$ cat src/rtl/fetch_pkg.sv
// Shared fetch-stage types: address width, reset PC, fetch entry layout, PC alignment.
// Latency: n/a (types and constants only).
// Backpressure: n/a.
package fetch_pkg;

  localparam int XLEN = 32;
  localparam logic [XLEN-1:0] RESET_PC_DEFAULT = 32'h0000_0000;
  localparam logic [XLEN-1:0] INSTR_NOP = 32'h0000_0013;

  typedef struct packed {
    logic [XLEN-1:0] pc;
    logic [XLEN-1:0] instr;
  } fetch_entry_t;

  // Instruction fetches are word aligned; the low two address bits are dropped.
  function automatic logic [XLEN-1:0] align_pc(input logic [XLEN-1:0] addr);
    return {addr[XLEN-1:2], 2'b00};
  endfunction

endpackage

$ cat src/rtl/instr_fetch_unit_if.sv
// Fetch-unit bus bundle: imem request/response, decode handshake, redirect input.
// Latency: n/a (wiring only).
// Backpressure: imem_req_ready stalls requests, instr_ready stalls decode delivery.
interface instr_fetch_unit_if;
  import fetch_pkg::*;

  logic            imem_req_valid;
  logic            imem_req_ready;
  logic [XLEN-1:0] imem_req_addr;
  logic            imem_rsp_valid;
  logic [XLEN-1:0] imem_rsp_data;
  logic            instr_valid;
  logic            instr_ready;
  logic [XLEN-1:0] instr;
  logic [XLEN-1:0] instr_pc;
  logic            pcsrc;
  logic [XLEN-1:0] pc_target;

  // Fetch unit side.
  modport master (
    output imem_req_valid, imem_req_addr, instr_valid, instr, instr_pc,
    input  imem_req_ready, imem_rsp_valid, imem_rsp_data, instr_ready, pcsrc, pc_target
  );

  // Memory plus decode side.
  modport slave (
    input  imem_req_valid, imem_req_addr, instr_valid, instr, instr_pc,
    output imem_req_ready, imem_rsp_valid, imem_rsp_data, instr_ready, pcsrc, pc_target
  );

endinterface

$ cat src/rtl/fetch_fifo.sv
// Synchronous FIFO of fetch entries with flush; head is read straight from storage flops.
// Latency: a push is visible at the head the cycle after it is written.
// Backpressure: none internally; caller must not push when full without a same-cycle pop.
module fetch_fifo
  import fetch_pkg::*;
#(
  parameter int BUF_DEPTH = 2
) (
  input  logic                       clk,
  input  logic                       rst,
  input  logic                       flush,
  input  logic                       push,
  input  fetch_entry_t               push_data,
  input  logic                       pop,
  output fetch_entry_t               head,
  output logic                       full,
  output logic                       empty,
  output logic [$clog2(BUF_DEPTH):0] count
);

  localparam int AW = $clog2(BUF_DEPTH);
  localparam int CW = AW + 1;

  fetch_entry_t    mem [BUF_DEPTH];
  logic [AW-1:0]   wr_ptr;
  logic [AW-1:0]   rd_ptr;
  logic            do_push;
  logic            do_pop;

  assign full    = (count == CW'(BUF_DEPTH));
  assign empty   = (count == '0);
  assign head    = mem[rd_ptr];
  assign do_pop  = pop && !empty;
  assign do_push = push && (!full || do_pop);

  // Storage and pointers; flush drops every entry but leaves stale data in place.
  always_ff @(posedge clk or posedge rst) begin
    if (rst) begin
      wr_ptr <= '0;
      rd_ptr <= '0;
      count  <= '0;
      for (int i = 0; i < BUF_DEPTH; i++) begin
        mem[i] <= '0;
      end
    end else if (flush) begin
      wr_ptr <= '0;
      rd_ptr <= '0;
      count  <= '0;
    end else begin
      if (do_push) begin
        mem[wr_ptr] <= push_data;
        wr_ptr      <= wr_ptr + 1'b1;
      end
      if (do_pop) begin
        rd_ptr <= rd_ptr + 1'b1;
      end
      count <= count + CW'(do_push) - CW'(do_pop);
    end
  end

  // Writing into a full buffer without freeing a slot would lose an entry.
  assert property (@(posedge clk) disable iff (rst) !(push && full && !pop && !flush));

endmodule

$ cat src/rtl/instr_fetch_unit.sv
// Instruction fetch: owns the PC, issues credit-limited imem requests, buffers and delivers instructions.
// Latency: response to decode 1 cycle; 0 cycles when FETCH_BYPASS_EN is defined and the buffer is empty.
// Backpressure: instr_ready stalls delivery; buffer plus in-flight requests never exceed BUF_DEPTH.
module instr_fetch_unit
  import fetch_pkg::*;
#(
  parameter logic [XLEN-1:0] RESET_PC  = RESET_PC_DEFAULT,
  parameter int              BUF_DEPTH = 2
) (
  input  logic                clk,
  input  logic                rst,
  instr_fetch_unit_if.master  bus
);

  localparam int CW = $clog2(BUF_DEPTH) + 1;

  logic [XLEN-1:0] fetch_pc;
  logic [CW-1:0]   outstanding;
  logic [CW-1:0]   discard;
  logic            started;

  logic [CW-1:0]   buf_count;
  logic [CW-1:0]   pcq_count;
  logic            buf_full, buf_empty, pcq_full, pcq_empty;
  fetch_entry_t    buf_head, pcq_head, buf_in, pcq_in;

  logic            req_fire;
  logic            rsp_keep;
  logic            bypass;
  logic            buf_push;
  logic            buf_pop;
  logic [CW-1:0]   occ_after_pop;

  // A response is kept only outside a redirect cycle and once all wrong-path responses are gone.
  assign rsp_keep = bus.imem_rsp_valid && !bus.pcsrc && (discard == '0);

`ifdef FETCH_BYPASS_EN
  assign bypass = started && rsp_keep && buf_empty;
`else
  assign bypass = 1'b0;
`endif

  assign bus.instr_valid = !buf_empty || bypass;
  assign bus.instr       = bypass ? bus.imem_rsp_data : buf_head.instr;
  assign bus.instr_pc    = bypass ? pcq_head.pc : buf_head.pc;

  // A flush in the same cycle wins over the decode pop.
  assign buf_pop  = !buf_empty && bus.instr_ready && !bus.pcsrc;
  assign buf_push = rsp_keep && !(bypass && bus.instr_ready);

  // The entry leaving this cycle counts as free so a 1-cycle memory keeps the pipe full.
  assign occ_after_pop      = buf_count - CW'(buf_pop);
  assign bus.imem_req_valid = started && !bus.pcsrc &&
                              (({1'b0, occ_after_pop} + {1'b0, outstanding}) < (CW + 1)'(BUF_DEPTH));
  assign bus.imem_req_addr  = fetch_pc;
  assign req_fire           = bus.imem_req_valid && bus.imem_req_ready;

  assign pcq_in = '{pc: fetch_pc, instr: '0};

  // Pair the returning word with the PC remembered when its request was accepted.
  always_comb begin
    buf_in       = pcq_head;
    buf_in.instr = bus.imem_rsp_data;
  end

  // PC, in-flight count and wrong-path discard count; a redirect overrides everything.
  always_ff @(posedge clk or posedge rst) begin
    if (rst) begin
      fetch_pc    <= RESET_PC;
      outstanding <= '0;
      discard     <= '0;
      started     <= 1'b0;
    end else begin
      started     <= 1'b1;
      outstanding <= outstanding + CW'(req_fire) - CW'(bus.imem_rsp_valid);
      if (bus.pcsrc) begin
        fetch_pc <= align_pc(bus.pc_target);
        discard  <= outstanding - CW'(bus.imem_rsp_valid);
      end else begin
        if (req_fire) begin
          fetch_pc <= fetch_pc + XLEN'(4);
        end
        if (bus.imem_rsp_valid && (discard != '0)) begin
          discard <= discard - 1'b1;
        end
      end
    end
  end

  fetch_fifo #(.BUF_DEPTH(BUF_DEPTH)) u_instr_buf (
    .clk       (clk),
    .rst       (rst),
    .flush     (bus.pcsrc),
    .push      (buf_push),
    .push_data (buf_in),
    .pop       (buf_pop),
    .head      (buf_head),
    .full      (buf_full),
    .empty     (buf_empty),
    .count     (buf_count)
  );

  fetch_fifo #(.BUF_DEPTH(BUF_DEPTH)) u_pc_queue (
    .clk       (clk),
    .rst       (rst),
    .flush     (bus.pcsrc),
    .push      (req_fire),
    .push_data (pcq_in),
    .pop       (rsp_keep),
    .head      (pcq_head),
    .full      (pcq_full),
    .empty     (pcq_empty),
    .count     (pcq_count)
  );

  // The pc queue tracks exactly the live (non-discarded) requests in flight.
  assert property (@(posedge clk) disable iff (rst) pcq_count == outstanding - discard);
  assert property (@(posedge clk) disable iff (rst) !(req_fire && pcq_full));
  assert property (@(posedge clk) disable iff (rst) !(rsp_keep && pcq_empty));
  assert property (@(posedge clk) disable iff (rst) !(buf_push && buf_full && !buf_pop));

endmodule

$ cat src/flat_wrapper.sv
// flat-port wrapper written by rule: the top's interface ports become plain ports
module instr_fetch_unit_flat import fetch_pkg::*;
#(
  parameter logic [XLEN-1:0] RESET_PC  = RESET_PC_DEFAULT,
  parameter int              BUF_DEPTH = 2
)
  (clk, rst, bus_imem_req_valid, bus_imem_req_addr, bus_instr_valid, bus_instr, bus_instr_pc, bus_imem_req_ready, bus_imem_rsp_valid, bus_imem_rsp_data, bus_instr_ready, bus_pcsrc, bus_pc_target);
  instr_fetch_unit_if bus_i ();
  input  logic clk;
  input  logic rst;
  output wire logic [$bits(bus_i.imem_req_valid)-1:0] bus_imem_req_valid;
  output wire logic [$bits(bus_i.imem_req_addr)-1:0] bus_imem_req_addr;
  output wire logic [$bits(bus_i.instr_valid)-1:0] bus_instr_valid;
  output wire logic [$bits(bus_i.instr)-1:0] bus_instr;
  output wire logic [$bits(bus_i.instr_pc)-1:0] bus_instr_pc;
  input wire logic [$bits(bus_i.imem_req_ready)-1:0] bus_imem_req_ready;
  input wire logic [$bits(bus_i.imem_rsp_valid)-1:0] bus_imem_rsp_valid;
  input wire logic [$bits(bus_i.imem_rsp_data)-1:0] bus_imem_rsp_data;
  input wire logic [$bits(bus_i.instr_ready)-1:0] bus_instr_ready;
  input wire logic [$bits(bus_i.pcsrc)-1:0] bus_pcsrc;
  input wire logic [$bits(bus_i.pc_target)-1:0] bus_pc_target;
  assign bus_imem_req_valid = bus_i.imem_req_valid;
  assign bus_imem_req_addr = bus_i.imem_req_addr;
  assign bus_instr_valid = bus_i.instr_valid;
  assign bus_instr = bus_i.instr;
  assign bus_instr_pc = bus_i.instr_pc;
  assign bus_i.imem_req_ready = bus_imem_req_ready;
  assign bus_i.imem_rsp_valid = bus_imem_rsp_valid;
  assign bus_i.imem_rsp_data = bus_imem_rsp_data;
  assign bus_i.instr_ready = bus_instr_ready;
  assign bus_i.pcsrc = bus_pcsrc;
  assign bus_i.pc_target = bus_pc_target;
  instr_fetch_unit #(.RESET_PC(RESET_PC), .BUF_DEPTH(BUF_DEPTH)) u_core (.clk(clk), .rst(rst), .bus(bus_i));
endmodule
$ cat config.mk
export PLATFORM = sky130hd
export DESIGN_NAME = instr_fetch_unit_flat
export DESIGN_NICKNAME = d
export VERILOG_FILES = /design/src/rtl/fetch_pkg.sv /design/src/rtl/instr_fetch_unit_if.sv /design/src/rtl/fetch_fifo.sv /design/src/rtl/instr_fetch_unit.sv /design/src/flat_wrapper.sv
export SDC_FILE = /design/constraint.sdc
export NUM_CORES = 1
export LEC_CHECK = 0
export BUFFER_PORTS_ARGS = -buffer_cell sky130_fd_sc_hd__clkbuf_2
export CORE_ASPECT_RATIO = 0.75
export CORE_MARGIN = 1
export CORE_UTILIZATION = 45
export DETAILED_ROUTE_END_ITERATION = 6
export SYNTH_ARGS = -nofsm -noshare
export SYNTH_HDL_FRONTEND = slang
export SYNTH_HIERARCHICAL = 1
export SYNTH_SLANG_ARGS = --single-unit
$ cat constraint.sdc
create_clock -name clk -period 5.9 [get_ports clk]
set_input_delay 1.18 -clock clk [delete_from_list [all_inputs] [get_ports clk]]
set_output_delay 1.18 -clock clk [all_outputs]
set_load 0.005 [all_outputs]
==> metrics <==
initial antenna violation count=0; CTS Buffer Depth=3; storage element area=5882 um2; worst min-delay path category=reg2reg; Synth Area per Inst=13.76 um2; first-pass GRT wire length=39850 um; Final Hold Viols=0; Final setup viols=0; critical-path cell list=clkbuf_2, inv_1, and3_1, ha_1, nand2b_1, fa_1, nand4_1, or4_1, or4_1, a31oi_1; Post-Syn Area=11370 um2; crit-path max FO=16; largest net degree at the start of global routing=88; FILL cells=2151; total track usage=19.46%; Post-Synthesis Cells=826; Final Cycle Share=71.21%; Max stage delay cell, worst path=or4_1; postcts setup bufs=0; total grt overflow=0; # nets final=1057; Worst slew margin=31.05%; CTS Root Cell=clkbuf_16; Multi-input gate area=5115 um2; drt via density=5.307; setup tns final=0 ps; delay-heaviest family, CP=simple AND/OR/NAND/NOR gates; DIE WIDTH=185.5 um; nature of the critical path startpoint=primary input; Final Cell Area=13240 um2; H-tree depth=1; DR iter-0 viols=337; vias in the first global route=7146; P&R area growth vs syn=16.46%; clock skew=10.20 ps; Pre-antenna DRT Iters=5; Worst-Margin Slew=1034 ps; Final HPWL DP=16110 um; Max Cap Violations=0; P per Cell Area=398.6 nW/um2; CP peak stage delay=830 ps; CP most frequent cell=or4_1; Sink Count=235; RSZ-0062 raised after global routing=false; CTS Buf Count=24; Core Region=24400 um2; total wire length=24630 um; Max Freq=238.0 MHz; Critical path buffers and inverters=2; die area=25910 um2; Worst VDD drop=0.2237 mV; kind of critical path=in2reg; most common cell after layout, fill and taps aside=dfrtp_1; most frequent cells in the layout=234 x dfrtp_1, 192 x mux2_2, 163 x clkbuf_2; hold_buf cts=0; routed length per instance=18.60 um; site row count=49; Port Buffers=163; DP Area=12380 um2; min Tclk post-route=4202 ps; Starting Density=46.59%; Worst-path clk slew=60 ps; Pleak=6.268 nW; share of post-route cells with drive strength above 1=51.36%; Critical Path End Type=flop; Syn. warnings=6; crit path DAT=4630 ps; DRC violations left=0; die height=139.7 um; Worst EP required=6330 ps; CTS tree=built; post_cts resized=0; ANT cells=0; vias=7026; RD Place Congestion=0.8166; status=complete, no violations; Clock Latency Late Sink=520 ps; Top Ports=168; antenna viol nets, final=0; max-slew violations=0
[state kept, by name, indices dropped and copies added, names as in the netlist]
name and cells:
u_core/started 1, u_core/u_pc_queue/mem 64, u_core/u_instr_buf/wr_ptr 1, u_core/u_instr_buf/count 2, u_core/discard 2, u_core/outstanding 2
u_core/bus.imem_req_addr 30, u_core/u_pc_queue/rd_ptr 1, u_core/u_pc_queue/count 2, u_core/u_instr_buf/rd_ptr 1, u_core/u_instr_buf/mem 128, u_core/u_pc_queue/wr_ptr 1
[report_power, final]
part	switching, mW	internal, mW
clock	0.627	1.01
combinational	0.509	0.813
sequential	0.262	2.06
total	1.40	3.88
[per-layer routing]
metal / up-vias / wire length (um) / track usage, %
met5: - / 0 / 0
met4: 0 / 507 / 5.091
met3: 36 / 1231 / 3.716
met2: 158 / 10710 / 29.00
met1: 3542 / 12180 / 28.92
li1: 3290 / - / -
[final timing paths]
| check | from | slack [ps] | to | cells after the start |
|---|---|---|---|---|
| worst max-delay path | bus_pcsrc | 1700 | u_core/bus.imem_req_addr[29]$_DFFE_PP0P_ | 10 |
| worst min-delay path | u_core/u_instr_buf/mem[23]$_DFFE_PP0P_ | 480 | u_core/u_instr_buf/mem[23]$_DFFE_PP0P_ | 1 |
| worst max register to register | u_core/u_instr_buf/count[1]$_DFF_PP0_ | 1920 | u_core/bus.imem_req_addr[29]$_DFFE_PP0P_ | 10 |
| worst min register to register | u_core/u_instr_buf/mem[23]$_DFFE_PP0P_ | 480 | u_core/u_instr_buf/mem[23]$_DFFE_PP0P_ | 1 |
| max in group asynchronous | rst | 3910 | u_core/u_instr_buf/mem[92]$_DFFE_PP0P_ | 3 |
| min in group asynchronous | rst | 840 | u_core/u_instr_buf/count[1]$_DFF_PP0_ | 2 |
[area by class of cell]
cell class                 count  share of cell area (%)
sequential                   235                   44.42
multi-input combinational    523                   38.63
timing repair buffer         174                   6.785
clock buffer                  33                   5.330
tap                          331                   3.128
clock inverter                10                   1.153
inverter                      18                  0.5481
[metrics by stage]
| step | util, % | setup slack, ps | hold slack (ps) | cells | total power [mW] |
|---|---|---|---|---|---|
| finish | 54.26 | 1698 | 482.0 | 1324 | 5.277 |
| global route | 54.26 | 1494 | 499.6 | 1324 | 5.581 |
| CTS | 54.26 | 1753 | 487.4 | 1324 | 5.347 |
| detailed placement | 50.74 | 1198 | 472.9 | 1281 | 3.679 |
| global placement | 50.74 | 1284 | 462.0 | 1281 | 3.645 |
| floorplan | - | 1194 | 452.2 | 831 | 3.200 |
(Power assumes the default switching activity.)
